[src/rtl/mmio_uart_hub_pkg.sv]
// mmio_uart_hub_pkg: shared address map, register offsets, STATUS layout and
// the address decoder used by the MMIO UART hub.
package mmio_uart_hub_pkg;

  // Upper address nibble that selects the hub
  localparam logic [3:0]  MMIO_REGION    = 4'h8;
  localparam int unsigned CH_IDX_W       = 3;

  // Per-channel register offsets (channel c at base + c*0x100)
  localparam logic [7:0]  OFF_STATUS     = 8'h00;
  localparam logic [7:0]  OFF_RXDATA     = 8'h04;
  localparam logic [7:0]  OFF_TXDATA     = 8'h08;
  localparam logic [7:0]  OFF_CTRL       = 8'h0C;

  // CTRL bit positions
  localparam int unsigned CTRL_IRQ_EN    = 0;
  localparam int unsigned CTRL_CLR_STICK = 1;

  // Counter block, relative to the region base
  localparam logic [27:0] CNT_CYCLE      = 28'h000_F000;
  localparam logic [27:0] CNT_INSTRET    = 28'h000_F004;
  localparam logic [27:0] CNT_CLEAR      = 28'h000_F008;

  typedef struct packed {
    logic [15:0] rsvd_hi;
    logic [7:0]  rx_count;
    logic [3:0]  rsvd_lo;
    logic        tx_drop;
    logic        rx_overflow;
    logic        rx_not_empty;
    logic        tx_not_full;
  } status_t;

  typedef enum logic [2:0] {
    REG_NONE,
    REG_STATUS,
    REG_RXDATA,
    REG_TXDATA,
    REG_CTRL,
    REG_CYCLE,
    REG_INSTRET,
    REG_CNTCLR
  } reg_e;

  // Channel registers live where addr[27:11] is zero, so the counter page
  // at 0xF000 can never alias channel 0.
  function automatic reg_e decode_reg(input logic [31:0] addr);
    decode_reg = REG_NONE;
    if (addr[31:28] == MMIO_REGION) begin
      if (addr[27:11] == 17'd0) begin
        case (addr[7:0])
          OFF_STATUS: decode_reg = REG_STATUS;
          OFF_RXDATA: decode_reg = REG_RXDATA;
          OFF_TXDATA: decode_reg = REG_TXDATA;
          OFF_CTRL:   decode_reg = REG_CTRL;
          default:    decode_reg = REG_NONE;
        endcase
      end else if (addr[27:0] == CNT_CYCLE) begin
        decode_reg = REG_CYCLE;
      end else if (addr[27:0] == CNT_INSTRET) begin
        decode_reg = REG_INSTRET;
      end else if (addr[27:0] == CNT_CLEAR) begin
        decode_reg = REG_CNTCLR;
      end
    end
  endfunction

endpackage

[src/rtl/mmio_uart_hub_if.sv]
// mmio_uart_hub_if: CPU data-port bus plus per-channel UART byte streams.
//   slave  : the hub (consumes CPU strobes, drives read data and TX bytes)
//   master : CPU / serialiser side
interface mmio_uart_hub_if #(
  parameter int unsigned NUM_CH = 2
);
  logic                  stall;
  logic [31:0]           io_addr;
  logic                  io_re;
  logic [3:0]            io_we;
  logic [31:0]           io_din;
  logic [31:0]           io_dout;
  logic                  io_hit;
  logic                  inst_ret;
  logic                  irq;
  logic [8*NUM_CH-1:0]   tx_data;
  logic [NUM_CH-1:0]     tx_valid;
  logic [NUM_CH-1:0]     tx_ready;
  logic [8*NUM_CH-1:0]   rx_data;
  logic [NUM_CH-1:0]     rx_valid;

  modport slave (
    input  stall, io_addr, io_re, io_we, io_din, inst_ret, tx_ready, rx_data, rx_valid,
    output io_dout, io_hit, irq, tx_data, tx_valid
  );

  modport master (
    output stall, io_addr, io_re, io_we, io_din, inst_ret, tx_ready, rx_data, rx_valid,
    input  io_dout, io_hit, irq, tx_data, tx_valid
  );
endinterface

[src/rtl/mmio_uart_hub_io_fifo.sv]
// mmio_uart_hub_io_fifo: show-ahead synchronous FIFO.
//   push/din  : write when accepted (not full, or full with a same-cycle pop)
//   pop       : remove head when not empty
//   dout      : current head
//   full, empty, count : occupancy seen before the current edge
module mmio_uart_hub_io_fifo #(
  parameter int unsigned WIDTH = 8,
  parameter int unsigned DEPTH = 8
) (
  input  logic                           clk,
  input  logic                           rst,
  input  logic                           push,
  input  logic                           pop,
  input  logic [WIDTH-1:0]               din,
  output logic [WIDTH-1:0]               dout,
  output logic                           full,
  output logic                           empty,
  output logic [$clog2(DEPTH):0]         count
);
  localparam int unsigned AW = $clog2(DEPTH);
  localparam int unsigned CW = AW + 1;

  logic [WIDTH-1:0] mem [DEPTH];
  logic [AW-1:0]    wr_ptr_q, wr_ptr_d;
  logic [AW-1:0]    rd_ptr_q, rd_ptr_d;
  logic [CW-1:0]    count_q,  count_d;
  logic             do_push, do_pop;

  assign full  = (count_q == CW'(DEPTH));
  assign empty = (count_q == '0);
  assign count = count_q;
  assign dout  = mem[rd_ptr_q];

  // A pop frees the slot, so a full FIFO still takes a push in that cycle
  always_comb begin
    do_pop   = pop & ~empty;
    do_push  = push & (~full | do_pop);
    wr_ptr_d = wr_ptr_q + AW'(do_push);
    rd_ptr_d = rd_ptr_q + AW'(do_pop);
    count_d  = count_q + CW'(do_push) - CW'(do_pop);
  end

  always_ff @(posedge clk or negedge rst) begin
    if (!rst) begin
      wr_ptr_q <= '0;
      rd_ptr_q <= '0;
      count_q  <= '0;
    end else begin
      wr_ptr_q <= wr_ptr_d;
      rd_ptr_q <= rd_ptr_d;
      count_q  <= count_d;
    end
  end

  // Storage is not reset; reset only discards it by clearing the pointers
  always_ff @(posedge clk) begin
    if (do_push) mem[wr_ptr_q] <= din;
  end

endmodule

[src/rtl/mmio_uart_hub.sv]
// mmio_uart_hub: memory-mapped UART hub with per-channel TX/RX FIFOs and
// cycle / retired-instruction counters.
//   clk, rst : clock, asynchronous active-low reset
//   bus      : CPU data port (addr/re/we/din -> dout/hit), inst_ret, irq,
//              per-channel tx_data/tx_valid/tx_ready and rx_data/rx_valid
module mmio_uart_hub
  import mmio_uart_hub_pkg::*;
#(
  parameter int unsigned NUM_CH     = 2,
  parameter int unsigned FIFO_DEPTH = 8
) (
  input  logic             clk,
  input  logic             rst,
  mmio_uart_hub_if.slave   bus
);
  localparam int unsigned CW = $clog2(FIFO_DEPTH) + 1;

  logic                acc_en, in_region, rd_en, wr_en;
  reg_e                reg_sel;
  logic [CH_IDX_W-1:0] ch_sel;

  logic [NUM_CH-1:0]   rx_full, rx_empty, rx_pop;
  logic [NUM_CH-1:0]   tx_full, tx_empty, tx_pop, tx_push;
  logic [7:0]          rx_head  [NUM_CH];
  logic [7:0]          tx_head  [NUM_CH];
  logic [CW-1:0]       rx_count [NUM_CH];
  logic [CW-1:0]       tx_count [NUM_CH];

  logic [NUM_CH-1:0]   irq_en_q, irq_en_d;
  logic [NUM_CH-1:0]   rx_ovf_q, rx_ovf_d;
  logic [NUM_CH-1:0]   tx_drop_q, tx_drop_d;
  logic [31:0]         cycle_q, cycle_d;
  logic [31:0]         instret_q, instret_d;
  logic [31:0]         io_dout_q, io_dout_d;
  logic                io_hit_q, io_hit_d;
  logic [31:0]         rd_data_c;
  logic                cnt_clr;
  status_t             status;
  logic                unused_din;

  // Access qualification: stall masks both strobes
  assign acc_en    = ~bus.stall;
  assign in_region = (bus.io_addr[31:28] == MMIO_REGION);
  assign rd_en     = bus.io_re & acc_en & in_region;
  assign wr_en     = (|bus.io_we) & acc_en & in_region;
  assign reg_sel   = decode_reg(bus.io_addr);
  assign ch_sel    = bus.io_addr[10:8];
  assign cnt_clr   = wr_en & (reg_sel == REG_CNTCLR);
  assign unused_din = ^bus.io_din[31:8];

  // Per-channel FIFOs
  for (genvar c = 0; c < int'(NUM_CH); c++) begin : g_ch
    mmio_uart_hub_io_fifo #(.WIDTH(8), .DEPTH(FIFO_DEPTH)) u_rx_fifo (
      .clk   (clk),
      .rst   (rst),
      .push  (bus.rx_valid[c]),
      .pop   (rx_pop[c]),
      .din   (bus.rx_data[8*c +: 8]),
      .dout  (rx_head[c]),
      .full  (rx_full[c]),
      .empty (rx_empty[c]),
      .count (rx_count[c])
    );

    mmio_uart_hub_io_fifo #(.WIDTH(8), .DEPTH(FIFO_DEPTH)) u_tx_fifo (
      .clk   (clk),
      .rst   (rst),
      .push  (tx_push[c]),
      .pop   (tx_pop[c]),
      .din   (bus.io_din[7:0]),
      .dout  (tx_head[c]),
      .full  (tx_full[c]),
      .empty (tx_empty[c]),
      .count (tx_count[c])
    );

    logic unused_tx_count;
    assign unused_tx_count   = ^tx_count[c];
    assign bus.tx_data[8*c +: 8] = tx_head[c];
  end

  assign bus.tx_valid = ~tx_empty;
  assign bus.irq      = |(irq_en_q & ~rx_empty);
  assign bus.io_dout  = io_dout_q;
  assign bus.io_hit   = io_hit_q;

  // Channel control: FIFO strobes, CTRL writes and sticky error bits.
  // A sticky clear and a new error in the same cycle leaves the bit set.
  always_comb begin
    rx_pop    = '0;
    tx_push   = '0;
    tx_pop    = '0;
    irq_en_d  = irq_en_q;
    rx_ovf_d  = rx_ovf_q;
    tx_drop_d = tx_drop_q;
    for (int unsigned c = 0; c < NUM_CH; c++) begin
      if (ch_sel == 3'(c)) begin
        rx_pop[c] = rd_en && (reg_sel == REG_RXDATA);
        // Full is sampled pre-edge: a same-cycle drain does not make room
        if (wr_en && (reg_sel == REG_TXDATA)) begin
          if (tx_full[c]) tx_drop_d[c] = 1'b1;
          else            tx_push[c]   = 1'b1;
        end
        if (wr_en && (reg_sel == REG_CTRL)) begin
          irq_en_d[c] = bus.io_din[CTRL_IRQ_EN];
          if (bus.io_din[CTRL_CLR_STICK]) begin
            rx_ovf_d[c]  = 1'b0;
            if (!(tx_full[c] && reg_sel == REG_TXDATA)) tx_drop_d[c] = 1'b0;
          end
        end
      end
      if (bus.rx_valid[c] && rx_full[c] && !rx_pop[c]) rx_ovf_d[c] = 1'b1;
      tx_pop[c] = bus.tx_ready[c] & ~tx_empty[c];
    end
  end

  // Counters: a clear wins over the increment of the same cycle
  always_comb begin
    cycle_d   = cnt_clr ? 32'd0 : cycle_q + 32'd1;
    instret_d = cnt_clr ? 32'd0 : instret_q + 32'(bus.inst_ret);
  end

  // Read mux over pre-edge state
  always_comb begin
    rd_data_c = '0;
    status    = '0;
    for (int unsigned c = 0; c < NUM_CH; c++) begin
      if (ch_sel == 3'(c)) begin
        status.rx_count     = (32'(rx_count[c]) > 32'd255) ? 8'hFF : 8'(rx_count[c]);
        status.tx_drop      = tx_drop_q[c];
        status.rx_overflow  = rx_ovf_q[c];
        status.rx_not_empty = ~rx_empty[c];
        status.tx_not_full  = ~tx_full[c];
        if (reg_sel == REG_STATUS)      rd_data_c = status;
        else if (reg_sel == REG_RXDATA) rd_data_c = rx_empty[c] ? 32'd0 : {24'd0, rx_head[c]};
        else if (reg_sel == REG_CTRL)   rd_data_c = {31'd0, irq_en_q[c]};
      end
    end
    if (reg_sel == REG_CYCLE)   rd_data_c = cycle_q;
    if (reg_sel == REG_INSTRET) rd_data_c = instret_q;
  end

  // io_dout holds unless a qualified read lands in the hub
  always_comb begin
    io_dout_d = rd_en ? rd_data_c : io_dout_q;
    io_hit_d  = (bus.io_re | (|bus.io_we)) & acc_en & in_region;
  end

  always_ff @(posedge clk or negedge rst) begin
    if (!rst) begin
      irq_en_q  <= '0;
      rx_ovf_q  <= '0;
      tx_drop_q <= '0;
      cycle_q   <= '0;
      instret_q <= '0;
      io_dout_q <= '0;
      io_hit_q  <= 1'b0;
    end else begin
      irq_en_q  <= irq_en_d;
      rx_ovf_q  <= rx_ovf_d;
      tx_drop_q <= tx_drop_d;
      cycle_q   <= cycle_d;
      instret_q <= instret_d;
      io_dout_q <= io_dout_d;
      io_hit_q  <= io_hit_d;
    end
  end

endmodule

[src/flat_wrapper.sv]
// flat-port wrapper written by rule: the top's interface ports become plain ports
module mmio_uart_hub_flat import mmio_uart_hub_pkg::*;
#(
  parameter int unsigned NUM_CH     = 2,
  parameter int unsigned FIFO_DEPTH = 8
)
  (clk, rst, bus_stall, bus_io_addr, bus_io_re, bus_io_we, bus_io_din, bus_inst_ret, bus_tx_ready, bus_rx_data, bus_rx_valid, bus_io_dout, bus_io_hit, bus_irq, bus_tx_data, bus_tx_valid);
  mmio_uart_hub_if #(.NUM_CH(NUM_CH)) bus_i ();
  input  logic clk;
  input  logic rst;
  input wire logic [$bits(bus_i.stall)-1:0] bus_stall;
  input wire logic [$bits(bus_i.io_addr)-1:0] bus_io_addr;
  input wire logic [$bits(bus_i.io_re)-1:0] bus_io_re;
  input wire logic [$bits(bus_i.io_we)-1:0] bus_io_we;
  input wire logic [$bits(bus_i.io_din)-1:0] bus_io_din;
  input wire logic [$bits(bus_i.inst_ret)-1:0] bus_inst_ret;
  input wire logic [$bits(bus_i.tx_ready)-1:0] bus_tx_ready;
  input wire logic [$bits(bus_i.rx_data)-1:0] bus_rx_data;
  input wire logic [$bits(bus_i.rx_valid)-1:0] bus_rx_valid;
  output wire logic [$bits(bus_i.io_dout)-1:0] bus_io_dout;
  output wire logic [$bits(bus_i.io_hit)-1:0] bus_io_hit;
  output wire logic [$bits(bus_i.irq)-1:0] bus_irq;
  output wire logic [$bits(bus_i.tx_data)-1:0] bus_tx_data;
  output wire logic [$bits(bus_i.tx_valid)-1:0] bus_tx_valid;
  assign bus_i.stall = bus_stall;
  assign bus_i.io_addr = bus_io_addr;
  assign bus_i.io_re = bus_io_re;
  assign bus_i.io_we = bus_io_we;
  assign bus_i.io_din = bus_io_din;
  assign bus_i.inst_ret = bus_inst_ret;
  assign bus_i.tx_ready = bus_tx_ready;
  assign bus_i.rx_data = bus_rx_data;
  assign bus_i.rx_valid = bus_rx_valid;
  assign bus_io_dout = bus_i.io_dout;
  assign bus_io_hit = bus_i.io_hit;
  assign bus_irq = bus_i.irq;
  assign bus_tx_data = bus_i.tx_data;
  assign bus_tx_valid = bus_i.tx_valid;
  mmio_uart_hub #(.NUM_CH(NUM_CH), .FIFO_DEPTH(FIFO_DEPTH)) u_core (.clk(clk), .rst(rst), .bus(bus_i));
endmodule
[config.mk]
export PLATFORM = sky130hd
export DESIGN_NAME = mmio_uart_hub_flat
export DESIGN_NICKNAME = d
export VERILOG_FILES = /design/src/rtl/mmio_uart_hub_pkg.sv /design/src/rtl/mmio_uart_hub_if.sv /design/src/rtl/mmio_uart_hub_io_fifo.sv /design/src/rtl/mmio_uart_hub.sv /design/src/flat_wrapper.sv
export SDC_FILE = /design/constraint.sdc
export NUM_CORES = 1
export LEC_CHECK = 0
export ABC_AREA = 1
export CAP_MARGIN = 30
export CORE_MARGIN = 10
export CORE_UTILIZATION = 52
export CTS_BUF_LIST = sky130_fd_sc_hd__clkbuf_8
export DETAILED_ROUTE_END_ITERATION = 6
export MAX_ROUTING_LAYER = met4
export PLACE_DENSITY = 0.8
export RECOVER_POWER = 50
export SYNTH_ARGS = -nofsm -noshare
export SYNTH_HDL_FRONTEND = slang
export SYNTH_SLANG_ARGS = --single-unit
export TNS_END_PERCENT = 30
[constraint.sdc]
create_clock -name clk -period 2.5 [get_ports clk]
set_input_delay 0.25 -clock clk [delete_from_list [all_inputs] [get_ports clk]]
set_output_delay 0.25 -clock clk [all_outputs]
set_load 0.1 [all_outputs]
==> results_dict.tcl <==
set metrics [dict create \
    rows 68 \
    max_freq_ghz 0.406 \
    slew_headroom_pct -25.2 \
    synth_area_leaders "edfxtp_1 (42%), dfrtp_1 (20%), nor2_1 (6.2%)" \
    end_kind "primary output" \
    viasPerCell 5.48 \
    yosys_warnings 0 \
    dieArea_um2 43200 \
    drive_gt1_share_pct 18.3 \
    pin_count 145 \
    swShare_pct 38.4 \
    violations "max-capacitance violations, max-slew violations" \
    syn_inst 1743 \
    avgSynthCellArea_um2 10.5 \
    clk_latency_ns 0.62 \
    power_frac_seq_pct 38.7 \
    synth_compound_area_share_pct 10.5 \
    htreeDepth 3 \
    holdCritStartpoint "bus_inst_ret" \
    yosys.area_share.xor_xnor_pct 2.15 \
    netSwitchingPower_mw 8.16 \
    antenna_left 0 \
    grt_pass1_wl_um 71600 \
    area_growth_pct 22.7 \
    critPathRequiredTime_ns 2.25 \
    internal-power_mw 13.1 \
    start_util_pct 53.0 \
    overflow 0 \
    p_clk_share_pct 24.1 \
    routed_wl_um 45100 \
    setup_viol 0 \
    crit_path_start_kind "flop" \
    nNetsFinal 2172 \
    p_leak_nw 9.48 \
    status "finished, violations left" \
    period_share_pct 98.4 \
    power_frac_comb_pct 37.2 \
    path_max_fanout 14 \
    first_pass_iters 6 \
    final.setup.tns_ns 0 \
    clock_sinks 399 \
    grt_start_max_net_pins 73 \
    antenna_cells 0 \
    grt_usage_pct 20.8 \
    netlist.area_leader.share_pct 41.9 \
    cts_tree "yes" \
    clk_pin_slew_ns 0.07 \
    final_cell_mix "nor2_1 (302), edfxtp_1 (256), inv_1 (201)" \
    whs_path_depth 4 \
    synth.mux.area_fraction_pct 0 \
    grt_pass1_vias 13914 \
    antenna_found_initial 0 \
    pwr_density_cell_nw_per_um2 944 \
    synth_area_um2 18300 \
    hold_viol 0 \
    synthSimpleGateAreaFrac_pct 17.4 \
    drv_slew 72 \
    crit_start "u_core.g_ch[0].u_tx_fifo.rd_ptr_q[1]$_DFF_PN0_" \
    synth_cell_type_count 53 \
    worst_hold_path_type "input port to flop" \
    synth_sequential_area_ratio_pct 61.4 \
    gp_congestion 0.958 \
    fillCellCount 2546 \
    peakVddDrop_mv 1.72 \
    finalCriticalPeriod_ns 2.46 \
    final_common_cell "nor2_1" \
    skew_ns 0.0330 \
    fp.dieW_um 208 \
    synth_top_family_by_area "simple AND/OR/NAND/NOR gates" \
    die_height_um 208 \
    worstPathArrival_ns 2.21 \
    clockBufferDepth 3 \
    drt-wirelength-per-cell_um 17.8 \
    fin_util_pct 64.9 \
    tightest_slew_ns 1.88 \
    synth_fp_nets 1881 \
    synth_fa_ha_area_share_pct 3.23 \
    cts_root_buf "clkbuf_8" \
    synth_top_area_cell "edfxtp_1" \
    crit_type "flop to primary output" \
    cts_made_buffers 66 \
    drc 0 \
    dp_hpwl_um 31000 \
    core_um2 34600 \
    r2r-start "u_core.cycle_q[0]$_DFF_PN0_" \
    synth_edf_count 256 \
    ys_seq_elements 399 \
    port-buffer-count 120 \
    max_cap_violations 1 \
    reg2regPathDepth 13 \
    synth_ff_type "edfxtp_1" \
    synthArstFlopShare_pct 35.8 \
    dr.first_iter.drc_count 1121 \
    num_vias 13914 \
    rsz0062_at_grt "true" \
]
==> through the flow <==
| step | instances | instance area, um2 | setup slack [ns] | power, mW | hold WS, ns |
|---|---|---|---|---|---|
| after floorplan | 1743 | 18400 | -0.387 | 13.1 | -0.0456 |
| after global placement | 2404 | 21100 | -0.359 | 15.5 | 0.304 |
| after detailed placement | 2404 | 21100 | -0.478 | 15.7 | 0.310 |
| after CTS | 2529 | 22400 | 0.0181 | 21.1 | 0.215 |
| after global routing | 2540 | 22500 | -0.0382 | 22.2 | 0.421 |
| final | 2540 | 22500 | 0.0392 | 21.2 | 0.399 |
==> power by group through the flow <==
stage | logic [mW] | registers, mW | clock network, mW
6_report | 7.89 | 8.22 | 5.12
5_1_grt | 8.39 | 8.28 | 5.57
4_1_cts | 7.69 | 8.18 | 5.22
3_5_place_dp | 7.44 | 8.29 | 0
3_3_place_gp | 7.22 | 8.26 | 0
2_1_floorplan | 4.36 | 8.77 | 0
==> area by class of cell <==
cell class                      count  area, um2  share of cell area [%]
Timing Repair Buffer              273       2490                    11.1
Sequential cell                   399      11300                    50.1
Clock inverter                     50        221                   0.985
Timing Repair inverter              2       12.5                  0.0556
Multi-Input combinational cell   1092       6210                    27.6
Clock buffer                       69        950                    4.22
Tap cell                          455        569                    2.53
Inverter                          200        766                    3.40
==> per-layer routing <==
metal  GRT usage, %  routed length (um)
met1           25.0               18300
met2           34.3               22700
met3           4.24                2980
met4           7.05                1090
met5              -                   0
==> synth_stat cells, drive strengths merged (7+ instances only) <==
cell    number
a21oi       25
clkinv       7
o211ai      22
nor2       325
o21a        15
xor2        26
inv        193
nor4        13
nand2      195
ha          41
nand3       76
or2          8
o21ai      163
edfxtp     256
o22ai       28
dfrtp      143
a31oi       22
nor3        46
clkbuf      40
nand4       17
buf         12
xnor2       19
o221ai      22
==> critical path: stages (launching register included) <==
cell and delay (ns):
dfrtp_1 0.44, buf_6 0.19, o21ai_0 0.13, o22ai_1 0.22, nor2_1 0.09, a31oi_2 0.31
buf_12 0.22
==> final timing paths <==
kind                                                                       end  slack, ns
worst max-delay path                                            bus_tx_data[1]       0.04
worst min-delay path                             u_core.instret_q[0]$_DFF_PN0_       0.40
worst max register to register                    u_core.cycle_q[26]$_DFF_PN0_       0.27
worst min register to register               u_core.bus.io_dout[6]$_DFFE_PN0P_       0.49
max in group asynchronous       u_core.g_ch[1].u_tx_fifo.rd_ptr_q[1]$_DFF_PN0_       0.32
min in group asynchronous                   u_core.bus.io_dout[20]$_DFFE_PN0P_       0.67
==> cell families after synthesis <==
kind of cell,count (synthesis)
buffers and inverters,252
adder cells (fa/ha/maj),45
XOR/XNOR,45
AND/OR/NAND/NOR,689
AO/OA/AOI/OAI,313
flip-flops,399
==> timing repair <==
| action | in CTS | in global routing |
|---|---|---|
| pin swaps | 0 | 5 |
| gates resized for setup | 16 | 20 |
| buffers inserted | 5 | 9 |
| hold buffers | 1 | 0 |
| cloned | 0 | 2 |
| endpoints found under the setup margin | 16 | 16 |
| endpoints found under the hold margin | 69 | 0 |
==> flip-flops by register name, indices dropped and copies added (netlist names) <==
register and cells:
u_core.g_ch.u_tx_fifo.mem 128, u_core.bus.io_hit 1, u_core.cycle_q 32, u_core.tx_drop_q 2, u_core.irq_en_q 2, u_core.instret_q 32, u_core.g_ch.u_rx_fifo.wr_ptr_q 6, u_core.g_ch.u_tx_fifo.count 8
u_core.g_ch.u_rx_fifo.count 8, u_core.rx_ovf_q 2, u_core.g_ch.u_rx_fifo.mem 128, u_core.g_ch.u_tx_fifo.wr_ptr_q 6, u_core.g_ch.u_rx_fifo.rd_ptr_q 6, u_core.bus.io_dout 32, u_core.g_ch.u_tx_fifo.rd_ptr_q 6
No activity file was read; power rests on OpenSTA's default activity.
